## src/rtl/ctrl_seq_player.sv

```systemverilog
// ctrl_seq_player: table-driven control-word sequencer feeding the single-cycle CPU control inputs.
// Optional breakpoint/HALT support is compiled in when CTRL_SEQ_BRK_EN is defined.
module ctrl_seq_player #(
  parameter int DEPTH = 16,
  parameter int HOLD_W = 8,
  parameter int CW_W = 7,
  parameter int STAT_W = 4,
  parameter logic [CW_W-1:0] RESET_CW = 7'h08,
  localparam int AW = $clog2(DEPTH)
) (
  input  logic                   Clock,
  input  logic                   Reset,
  input  logic                   WrEn,
  input  logic [AW-1:0]          WrAddr,
  input  logic [CW_W+HOLD_W-1:0] WrData,
  input  logic                   Start,
  input  logic                   Stop,
  input  logic                   Loop,
  input  logic [AW-1:0]          LastIdx,
  input  logic [STAT_W-1:0]      Status,
`ifdef CTRL_SEQ_BRK_EN
  input  logic [STAT_W-1:0]      BrkMask,
  input  logic [STAT_W-1:0]      BrkVal,
  output logic                   BrkHit,
`endif
  output logic [CW_W-1:0]        CtrlWord,
  output logic [AW-1:0]          Index,
  output logic                   Busy,
  output logic                   Done
);

  localparam logic [1:0] S_IDLE = 2'd0;
  localparam logic [1:0] S_RUN  = 2'd1;
  localparam logic [1:0] S_DONE = 2'd2;
`ifdef CTRL_SEQ_BRK_EN
  localparam logic [1:0] S_HALT = 2'd3;
  // EnWri and MRW are the only bits that change architectural state.
  localparam logic [CW_W-1:0] WRITE_BITS = 7'b010_0100;
`endif

  logic [CW_W+HOLD_W-1:0] mem_q [DEPTH];

  logic [1:0]        state_q, state_d;
  logic [AW-1:0]     idx_q, idx_d;
  logic [AW-1:0]     last_q, last_d;
  logic [HOLD_W-1:0] cnt_q, cnt_d;
  logic [CW_W-1:0]   cw_q, cw_d;
  logic              busy_q, busy_d;
  logic              done_q, done_d;

  logic                   load;
  logic [AW-1:0]          load_idx;
  logic [CW_W+HOLD_W-1:0] load_word;
  logic [AW-1:0]          last_in;

`ifdef CTRL_SEQ_BRK_EN
  logic [CW_W-1:0] cur_q, cur_d;
  logic            brk_hit_q, brk_hit_d;
  logic            resume_q, resume_d;
  logic            brk_fire;
`else
  logic unused_status;
  assign unused_status = ^Status;
`endif

  always_ff @(posedge Clock) begin
    if (WrEn) mem_q[WrAddr] <= WrData;
  end

  always_comb begin
    last_in = LastIdx;
    if (int'(LastIdx) > DEPTH - 1) last_in = AW'(DEPTH - 1);
  end

  always_comb begin
    state_d   = state_q;
    idx_d     = idx_q;
    last_d    = last_q;
    cnt_d     = cnt_q;
    cw_d      = cw_q;
    load      = 1'b0;
    load_idx  = '0;
    load_word = '0;
`ifdef CTRL_SEQ_BRK_EN
    cur_d     = cur_q;
    brk_hit_d = brk_hit_q;
    resume_d  = resume_q;
    brk_fire  = (state_q == S_RUN) && !resume_q && (BrkMask != '0) &&
                ((Status & BrkMask) == (BrkVal & BrkMask));
`endif

    case (state_q)
      S_IDLE, S_DONE: begin
        if (Start) begin
          state_d = S_RUN;
          last_d  = last_in;
          load    = 1'b1;
        end
      end
      S_RUN: begin
`ifdef CTRL_SEQ_BRK_EN
        resume_d = 1'b0;
        if (brk_fire) begin
          // Index and count freeze; the breaking cycle is not counted.
          state_d   = S_HALT;
          cw_d      = cur_q & ~WRITE_BITS;
          brk_hit_d = 1'b1;
        end else
`endif
        if (cnt_q != '0) begin
          cnt_d = cnt_q - HOLD_W'(1);
        end else if (idx_q < last_q) begin
          load     = 1'b1;
          load_idx = idx_q + AW'(1);
        end else if (Loop) begin
          load = 1'b1;
        end else begin
          state_d = S_DONE;
          cw_d    = RESET_CW;
        end
      end
`ifdef CTRL_SEQ_BRK_EN
      S_HALT: begin
        if (Start) begin
          state_d   = S_RUN;
          cw_d      = cur_q;
          brk_hit_d = 1'b0;
          resume_d  = 1'b1;
        end
      end
`endif
      default: begin
        state_d = S_IDLE;
        cw_d    = RESET_CW;
      end
    endcase

    if (load) begin
      load_word = mem_q[load_idx];
      idx_d     = load_idx;
      cw_d      = load_word[CW_W-1:0];
      cnt_d     = load_word[CW_W +: HOLD_W];
`ifdef CTRL_SEQ_BRK_EN
      cur_d     = load_word[CW_W-1:0];
`endif
    end

    // Stop overrides everything except Reset, including a same-cycle Start.
    if (Stop) begin
      state_d = S_IDLE;
      cw_d    = RESET_CW;
      idx_d   = '0;
`ifdef CTRL_SEQ_BRK_EN
      brk_hit_d = 1'b0;
      resume_d  = 1'b0;
`endif
    end

`ifdef CTRL_SEQ_BRK_EN
    busy_d = (state_d == S_RUN) || (state_d == S_HALT);
`else
    busy_d = (state_d == S_RUN);
`endif
    done_d = (state_d == S_DONE);
  end

  always_ff @(posedge Clock) begin
    if (Reset) begin
      state_q <= S_IDLE;
      idx_q   <= '0;
      last_q  <= '0;
      cnt_q   <= '0;
      cw_q    <= RESET_CW;
      busy_q  <= 1'b0;
      done_q  <= 1'b0;
`ifdef CTRL_SEQ_BRK_EN
      cur_q     <= RESET_CW;
      brk_hit_q <= 1'b0;
      resume_q  <= 1'b0;
`endif
    end else begin
      state_q <= state_d;
      idx_q   <= idx_d;
      last_q  <= last_d;
      cnt_q   <= cnt_d;
      cw_q    <= cw_d;
      busy_q  <= busy_d;
      done_q  <= done_d;
`ifdef CTRL_SEQ_BRK_EN
      cur_q     <= cur_d;
      brk_hit_q <= brk_hit_d;
      resume_q  <= resume_d;
`endif
    end
  end

  // In DONE the Index output keeps showing the final entry that was played.
  assign CtrlWord = cw_q;
  assign Index    = idx_q;
  assign Busy     = busy_q;
  assign Done     = done_q;
`ifdef CTRL_SEQ_BRK_EN
  assign BrkHit   = brk_hit_q;
`endif

endmodule

```

## config.mk

```make
export PLATFORM = sky130hd
export DESIGN_NAME = ctrl_seq_player
export DESIGN_NICKNAME = d
export VERILOG_FILES = /design/src/rtl/ctrl_seq_player.sv
export SDC_FILE = /design/constraint.sdc
export NUM_CORES = 1
export LEC_CHECK = 0
export ABC_AREA = 1
export CAP_MARGIN = 20
export CORE_UTILIZATION = 34
export CTS_BUF_LIST = sky130_fd_sc_hd__clkbuf_8
export DETAILED_ROUTE_END_ITERATION = 16
export GPL_ROUTABILITY_DRIVEN = 0
export SLEW_MARGIN = 10
export SYNTH_ARGS = -nofsm -noshare
export SYNTH_HDL_FRONTEND = slang
export SYNTH_SLANG_ARGS = --single-unit
```

## constraint.sdc

```tcl
create_clock -name Clock -period 4.1 [get_ports Clock]
set_input_delay 1.025 -clock Clock [delete_from_list [all_inputs] [get_ports Clock]]
set_output_delay 1.025 -clock Clock [all_outputs]
set_load 0.01 [all_outputs]
```

==> impl_metrics.env, run 1 <==
export IMPL_synthCells=1065
export IMPL_wl_per_cell_um=17.09
export IMPL_die_y_um=185.4
export IMPL_synth_simple_area_share_pct=23.22
export IMPL_outcome="completed"
export IMPL_post_cts_resized=0
export IMPL_min_from="last_q[1]$_SDFFE_PP0P_"
export IMPL_cp_arrival_ps=3430
export IMPL_synth_top_family_by_area="simple AND/OR/NAND/NOR gates"
export IMPL_ys_top_cells_by_count="nand2_1 (309), edfxtp_1 (240), nand3_1 (207)"
export IMPL_io_pins=46
export IMPL_whs_path_depth=2
export IMPL_reg2reg_to="CtrlWord[1]$_SDFFE_PP0P_"
export IMPL_wl_um=27400
export IMPL_synth_area_leader_cell="edfxtp_1"
export IMPL_critPathRequiredTime_ps=4570
export IMPL_vdd_drop_max_v=0.0002069
export IMPL_final_hold_violation_count=0
export IMPL_yosysSeqAreaShare_pct=67.75
export IMPL_synth_fp_nets=1104
export IMPL_drt_iter0_markers=535
export IMPL_start_kind="flop"
export IMPL_synthFlopType="edfxtp_1"
export IMPL_clk_latency_ps=550
export IMPL_drt_pass1_iterations=5
export IMPL_synth_area_leaders="edfxtp_1 (63%), nand2_1 (10%), nand3_1 (9.1%), dfxtp_1 (4.7%), inv_1 (2.8%)"
export IMPL_max_cap_viol_count=0
export IMPL_grt_pass1_vias=7406
export IMPL_avgSynthCellArea_sq_um=10.74
export IMPL_fillerInstances=3172
export IMPL_synth_top_area_share_pct=63.02
export IMPL_clock_sinks=267
export IMPL_holdPathEnd="last_q[1]$_SDFFE_PP0P_"
export IMPL_fin_crit_sh_pct=72.24
export IMPL_min_period_ps=2962
export IMPL_areaGrowthSynthToFinish_pct=15.56
export IMPL_rsz0062_at_grt="no"
export IMPL_ys_warnings_count=0
export IMPL_worst_pin_slew_ps=871.4
export IMPL_path_clk_slew_ps=60
export IMPL_r2r_cells=13
export IMPL_synth_compound_area_share_pct=2.352
export IMPL_rows=66
export IMPL_synth_edf_count=240
export IMPL_final_max_slew_violation_count=0
export IMPL_synthAdderAreaFrac_pct=0.6565
export IMPL_maxSlewHeadroom_pct=41.82
export IMPL_fin_hold_ws_ps=456.9
export IMPL_post_cts_setup_buffers=0
export IMPL_synth_xor_area_share_pct=0.4595
export IMPL_crit_type="flop to flop"
export IMPL_synth_cell_type_count=28
export IMPL_finalInstanceArea_sq_um=13220
export IMPL_io_buffers=41
export IMPL_grt_ovfl_total=0
export IMPL_diodes=0
export IMPL_synth_mux_area_share_pct=0
export IMPL_drive_gt1_share_pct=9.905
export IMPL_finalCoreUtilization_pct=40.31
export IMPL_grt_use_total_pct=16.37
export IMPL_core_area_sq_um=32780
export IMPL_ant_nets=0
export IMPL_cts_root_buffer="clkbuf_8"
export IMPL_netlist_area_sq_um=11440
export IMPL_cts_tree="built"
export IMPL_cts_made_buffers=45
export IMPL_holdCritPathClass="flop to flop"
export IMPL_die_w_um=185.4
export IMPL_p_per_area_nw_per_um2=428.1
export IMPL_postCtsHoldBufs=0
export IMPL_crit_path_max_fanout=59
export IMPL_start_util_pct=34.88
export IMPL_yosysMostFrequentCell="nand2_1"
export IMPL_antenna_found_initial=0
export IMPL_regToRegStartpoint="Index[3]$_SDFFE_PP0P_"
export IMPL_leakagePower_nw=5.136
export IMPL_postPlaceCellArea_sq_um=12360
export IMPL_grt_max_degree=60
export IMPL_fmax_ghz=0.3376
export IMPL_dieArea_sq_um=34370
export IMPL_finalClockSkew_ps=27.00
export IMPL_power_mw=5.658
export IMPL_setup_viol_count_final=0
export IMPL_rrSetupSlack_ps=1140
export IMPL_nets=1167
export IMPL_drcViolationCount=0
export IMPL_dpl_hpwl_um=15270
export IMPL_grt_pass1_wl_um=42110
export IMPL_vias=7744
export IMPL_async_reset_ff_share_pct=0
export IMPL_setup_tns_final_ps=0
export IMPL_ys_seq_elements=267
export IMPL_via_per_inst=4.831
export IMPL_cts_buffer_depth=3
export IMPL_cp_end_kind="flop"
export IMPL_cts_max_level=2
[report_power, final]
| part | internal, mW | leakage, nW | switching, mW | total (mW) |
|---|---|---|---|---|
| sequential | 3.03 | 2.39 | 0.0224 | 3.05 |
| clock | 1.24 | 0.505 | 1.02 | 2.26 |
| combinational | 0.109 | 2.24 | 0.238 | 0.347 |
| total | 4.38 | 5.14 | 1.28 | 5.66 |
[routing by layer]
metal	vias to the layer above	track usage, %	wire length, um
met1	3692	23.52	12740
met2	259	25.32	12310
met5	-	0	0
met4	0	4.959	440
li1	3752	-	-
met3	41	2.595	1910
[layout make-up]
cell class | count | area, sq um | area share, %
Clock inverter | 30 | 171.4 | 1.297
Sequential cell | 267 | 7747 | 58.63
Inverter | 92 | 345.3 | 2.613
Clock buffer | 50 | 688.2 | 5.207
Multi-Input combinational cell | 654 | 3084 | 23.34
Timing Repair Buffer | 68 | 625.6 | 4.734
Tap cell | 442 | 553.0 | 4.185
[sequential cells by signal, summed over array words and instances, names as in the netlist]
register / flops
mem_q: 240
cnt_q: 8
CtrlWord: 7
Index: 4
last_q: 4
state_q: 2
Busy: 1
Done: 1
[placed cells by master, fill, tap and decap left out, types with 4 or more instances in the layout]
master / Yosys / routed
a21oi_1: 22 / 22
buf_4: 8 / 26
clkbuf_8: 0 / 50
clkdlybuf4s50_1: 0 / 41
clkinv_1: 0 / 8
dfxtp_1: 27 / 27
edfxtp_1: 240 / 240
ha_1: 6 / 6
inv_1: 85 / 103
inv_2: 7 / 7
nand2_1: 309 / 309
nand3_1: 207 / 207
nand3b_1: 24 / 24
nor2_1: 38 / 25
nor2_2: 4 / 17
o21ai_0: 23 / 23
xor2_1: 4 / 4
[kinds of logic after synthesis]
group / count (synthesis)
simple gates: 592
fa+ha+maj: 6
xor+xnor: 6
flops: 267
compound gates: 50
buf+inv: 144
[worst max-delay path: stages (launching register included)]
cell     delay, ps
dfxtp_1        420
ha_1           280
a21oi_1        240
inv_1          110
a21oi_4        280
nand2_4        260
inv_2           90
buf_4          550
nand2_1        110
nand3_1        100
nand3_1        100
nand3_1        100
nand2_1         80
a21oi_1        150
[stage by stage]
stage / instances / setup WS [ps]
after floorplan: 1065 / 1819
after global placement: 1523 / 1094
after detailed placement: 1523 / 1069
after CTS: 1603 / 1118
after global routing: 1603 / 870.1
final: 1603 / 1138
[how the worst max path moves through the flow]
stage / start / endpoint / slack, ps / depth (start not counted)
after global placement: WrAddr[3] / mem_q[4][3]$_DFFE_PP_ / 1090 / 4
after floorplan: WrAddr[2] / mem_q[10][0]$_DFFE_PP_ / 1820 / 2
after CTS: Index[3]$_SDFFE_PP0P_ / CtrlWord[1]$_SDFFE_PP0P_ / 1120 / 13
final: Index[3]$_SDFFE_PP0P_ / CtrlWord[1]$_SDFFE_PP0P_ / 1140 / 13
after detailed placement: WrAddr[3] / mem_q[4][3]$_DFFE_PP_ / 1070 / 4
after global routing: Index[3]$_SDFFE_PP0P_ / CtrlWord[5]$_SDFFE_PP0P_ / 870 / 13
(Power assumes the default switching activity.)
==> run 2, diff against run 1 <==
==> constraint.sdc (replaced) <==
create_clock -name Clock -period 2.95 [get_ports Clock]
set_input_delay 0.7375 -clock Clock [delete_from_list [all_inputs] [get_ports Clock]]
set_output_delay 0.7375 -clock Clock [all_outputs]
set_load 0.01 [all_outputs]
==> run 2 against run 1 <==
Net effect: first-iteration DRC count increased by 30%; combinational power grew 45%; sequential share of layout area fell by 0.26 points; cell count rose by 0.56%; total power grew 37%; design area is 0.44% higher; critical path depth rose by 3; critical path type unchanged; critical endpoint is now cnt_q[4]$_SDFFE_PP0P_; largest power group unchanged.
==> impl_metrics.env, run 2 (same netlist as run 1, synthesis figures left out) <==
export IMPL_vdd_drop_max_v=0.0002757
export IMPL_via_per_inst=4.826
export IMPL_post_cts_setup_buffers=0
export IMPL_internal_power_mw=5.926
export IMPL_clk_latency_ps=570
export IMPL_rrSetupSlack_ps=290
export IMPL_seq_power_share_pct=54.8
export IMPL_drive_gt1_share_pct=10.51
export IMPL_layout_commonest_cell="nand2_1"
export IMPL_critical_path_cell_chain="inv_1, ha_1, a21oi_1, inv_1, a21oi_4, nand2_4, buf_4, nand2_1, nand2_1, o21ai_0, nand2_1, nand2_1, nand2_1, nand3_1, nand2_1, inv_1"
export IMPL_postPlaceCellArea_sq_um=12470
export IMPL_clock_sinks=267
export IMPL_areaGrowthSynthToFinish_pct=16.07
export IMPL_p_per_area_nw_per_um2=583.2
export IMPL_leakagePower_nw=5.148
export IMPL_grt_pass1_wl_um=42970
export IMPL_cts_buffer_depth=3
export IMPL_setup_tns_final_ps=0
export IMPL_crit_path_max_fanout=84
export IMPL_cpMaxStageDelayCell="buf_4"
export IMPL_postCtsHoldBufs=0
export IMPL_min_period_ps=2662
export IMPL_cts_made_buffers=46
export IMPL_power_mw=7.741
export IMPL_finalCoreUtilization_pct=40.49
export IMPL_fin_cells=1612
export IMPL_dieArea_sq_um=34370
export IMPL_max_cap_viol_count=0
export IMPL_routed_wl_met2_um=12480
export IMPL_layout_common_cells="nand2_1 (309), edfxtp_1 (240), nand3_1 (207)"
export IMPL_die_w_um=185.4
export IMPL_holdCritPathClass="flop to flop"
export IMPL_power_frac_comb_pct=6.5
export IMPL_top_layer_used="met4"
export IMPL_dpl_hpwl_um=15930
export IMPL_io_pins=46
export IMPL_rows=66
export IMPL_io_buffers=41
export IMPL_wl_met1_um=13390
export IMPL_finalInstanceArea_sq_um=13270
export IMPL_outcome="completed"
export IMPL_drt_pass1_iterations=6
export IMPL_ant_nets=0
export IMPL_start_util_pct=34.88
export IMPL_final_hold_violation_count=0
export IMPL_p_sw_share_pct=23.45
export IMPL_cts_max_level=2
export IMPL_grt_max_degree=85
export IMPL_start_kind="flop"
export IMPL_seq_area_sq_um=7747
export IMPL_cp_common_cell="nand2_1"
export IMPL_setup_viol_count_final=0
export IMPL_multi_input_area_sq_um=3084
export IMPL_drt_iter0_markers=697
export IMPL_cp_arrival_ps=3150
export IMPL_clkPwrFrac_pct=38.7
export IMPL_grt_pass1_vias=7505
export IMPL_core_area_sq_um=32780
export IMPL_diodes=0
export IMPL_path_clk_slew_ps=60
export IMPL_fmax_ghz=0.3756
export IMPL_cts_tree="built"
export IMPL_nets=1178
export IMPL_grt_ovfl_total=0
export IMPL_cp_end_kind="flop"
export IMPL_fin_crit_sh_pct=90.25
export IMPL_die_y_um=185.4
export IMPL_netSwitchingPower_mw=1.815
export IMPL_cpPeakStageDelay_ps=400
export IMPL_vias=7780
export IMPL_met3_length_um=1446
export IMPL_critPathRequiredTime_ps=3440
export IMPL_grt_use_total_pct=16.78
export IMPL_finalClockSkew_ps=29.98
export IMPL_rsz0062_at_grt="no"
export IMPL_largest_reg_flops=240
export IMPL_largest_register="mem_q"
export IMPL_post_cts_resized=0
export IMPL_crit_type="flop to flop"
export IMPL_fillerInstances=3174
export IMPL_maxSlewHeadroom_pct=36.56
export IMPL_antenna_found_initial=0
export IMPL_wl_per_cell_um=17.31
export IMPL_wl_um=27900
export IMPL_dp_cells=1533
export IMPL_worst_pin_slew_ps=951.5
export IMPL_final_max_slew_violation_count=0
export IMPL_cts_root_buffer="clkbuf_8"
export IMPL_drcViolationCount=0
-- run 2: cell count changes in the layout (fill, tap and decap cells not counted) --
cell,change
inv_8,+2
bufinv_16,-1
clkinv_2,+1
clkbuf_8,-4
inv_1,-6
buf_4,+7
clkinv_1,+7
buf_12,+3
-- run 2: through the flow --
step,hold WS (ps),setup WS [ps]
floorplan,433.1,791.7
global placement,457.2,336.1
detailed placement,456.1,332.7
CTS,465.4,296.6
global route,480.9,73.48
finish,464.1,287.6
-- run 2: power groups by stage --
stage | logic (mW) | clock network, mW | registers, mW
after global routing | 0.559 | 3.22 | 4.25
final | 0.502 | 2.99 | 4.25
after detailed placement | 0.500 | 0 | 4.32
after floorplan | 0.292 | 0 | 4.32
after CTS | 0.503 | 3.06 | 4.25
after global placement | 0.490 | 0 | 4.32
-- run 2: cell type report --
cell class                 count  area share, %
multi-input combinational    654          23.23
tap                          442          4.166
timing repair buffer          78          5.561
clock inverter                33          1.301
sequential                   267          58.37
clock buffer                  46          4.770
inverter                      92          2.602
-- run 2: path summary, 6_finish.rpt --
| check | startpoint | cells after the start | endpoint |
|---|---|---|---|
| worst max-delay path | last_q[3]$_SDFFE_PP0P_ | 16 | cnt_q[4]$_SDFFE_PP0P_ |
| worst min-delay path | last_q[3]$_SDFFE_PP0P_ | 2 | last_q[3]$_SDFFE_PP0P_ |
| worst max register to register | last_q[3]$_SDFFE_PP0P_ | 16 | cnt_q[4]$_SDFFE_PP0P_ |
| worst min register to register | last_q[3]$_SDFFE_PP0P_ | 2 | last_q[3]$_SDFFE_PP0P_ |
-- run 2: metal layers --
metal / global-route usage, % / vias to the layer above
met5: 0 / -
met4: 5.256 / 0
met3: 2.812 / 50
met2: 26.07 / 195
met1: 23.84 / 3758
li1: - / 3777
-- run 2: worst max-delay path: cells and delay by family, from the launching register on --
family                   cells  cell delay, ps
AND/OR/NAND/NOR              8             620
buffers and inverters        4             600
AO/OA/AOI/OAI                3             770
adder cells (fa/ha/maj)      1             280
flip-flops                   1             300
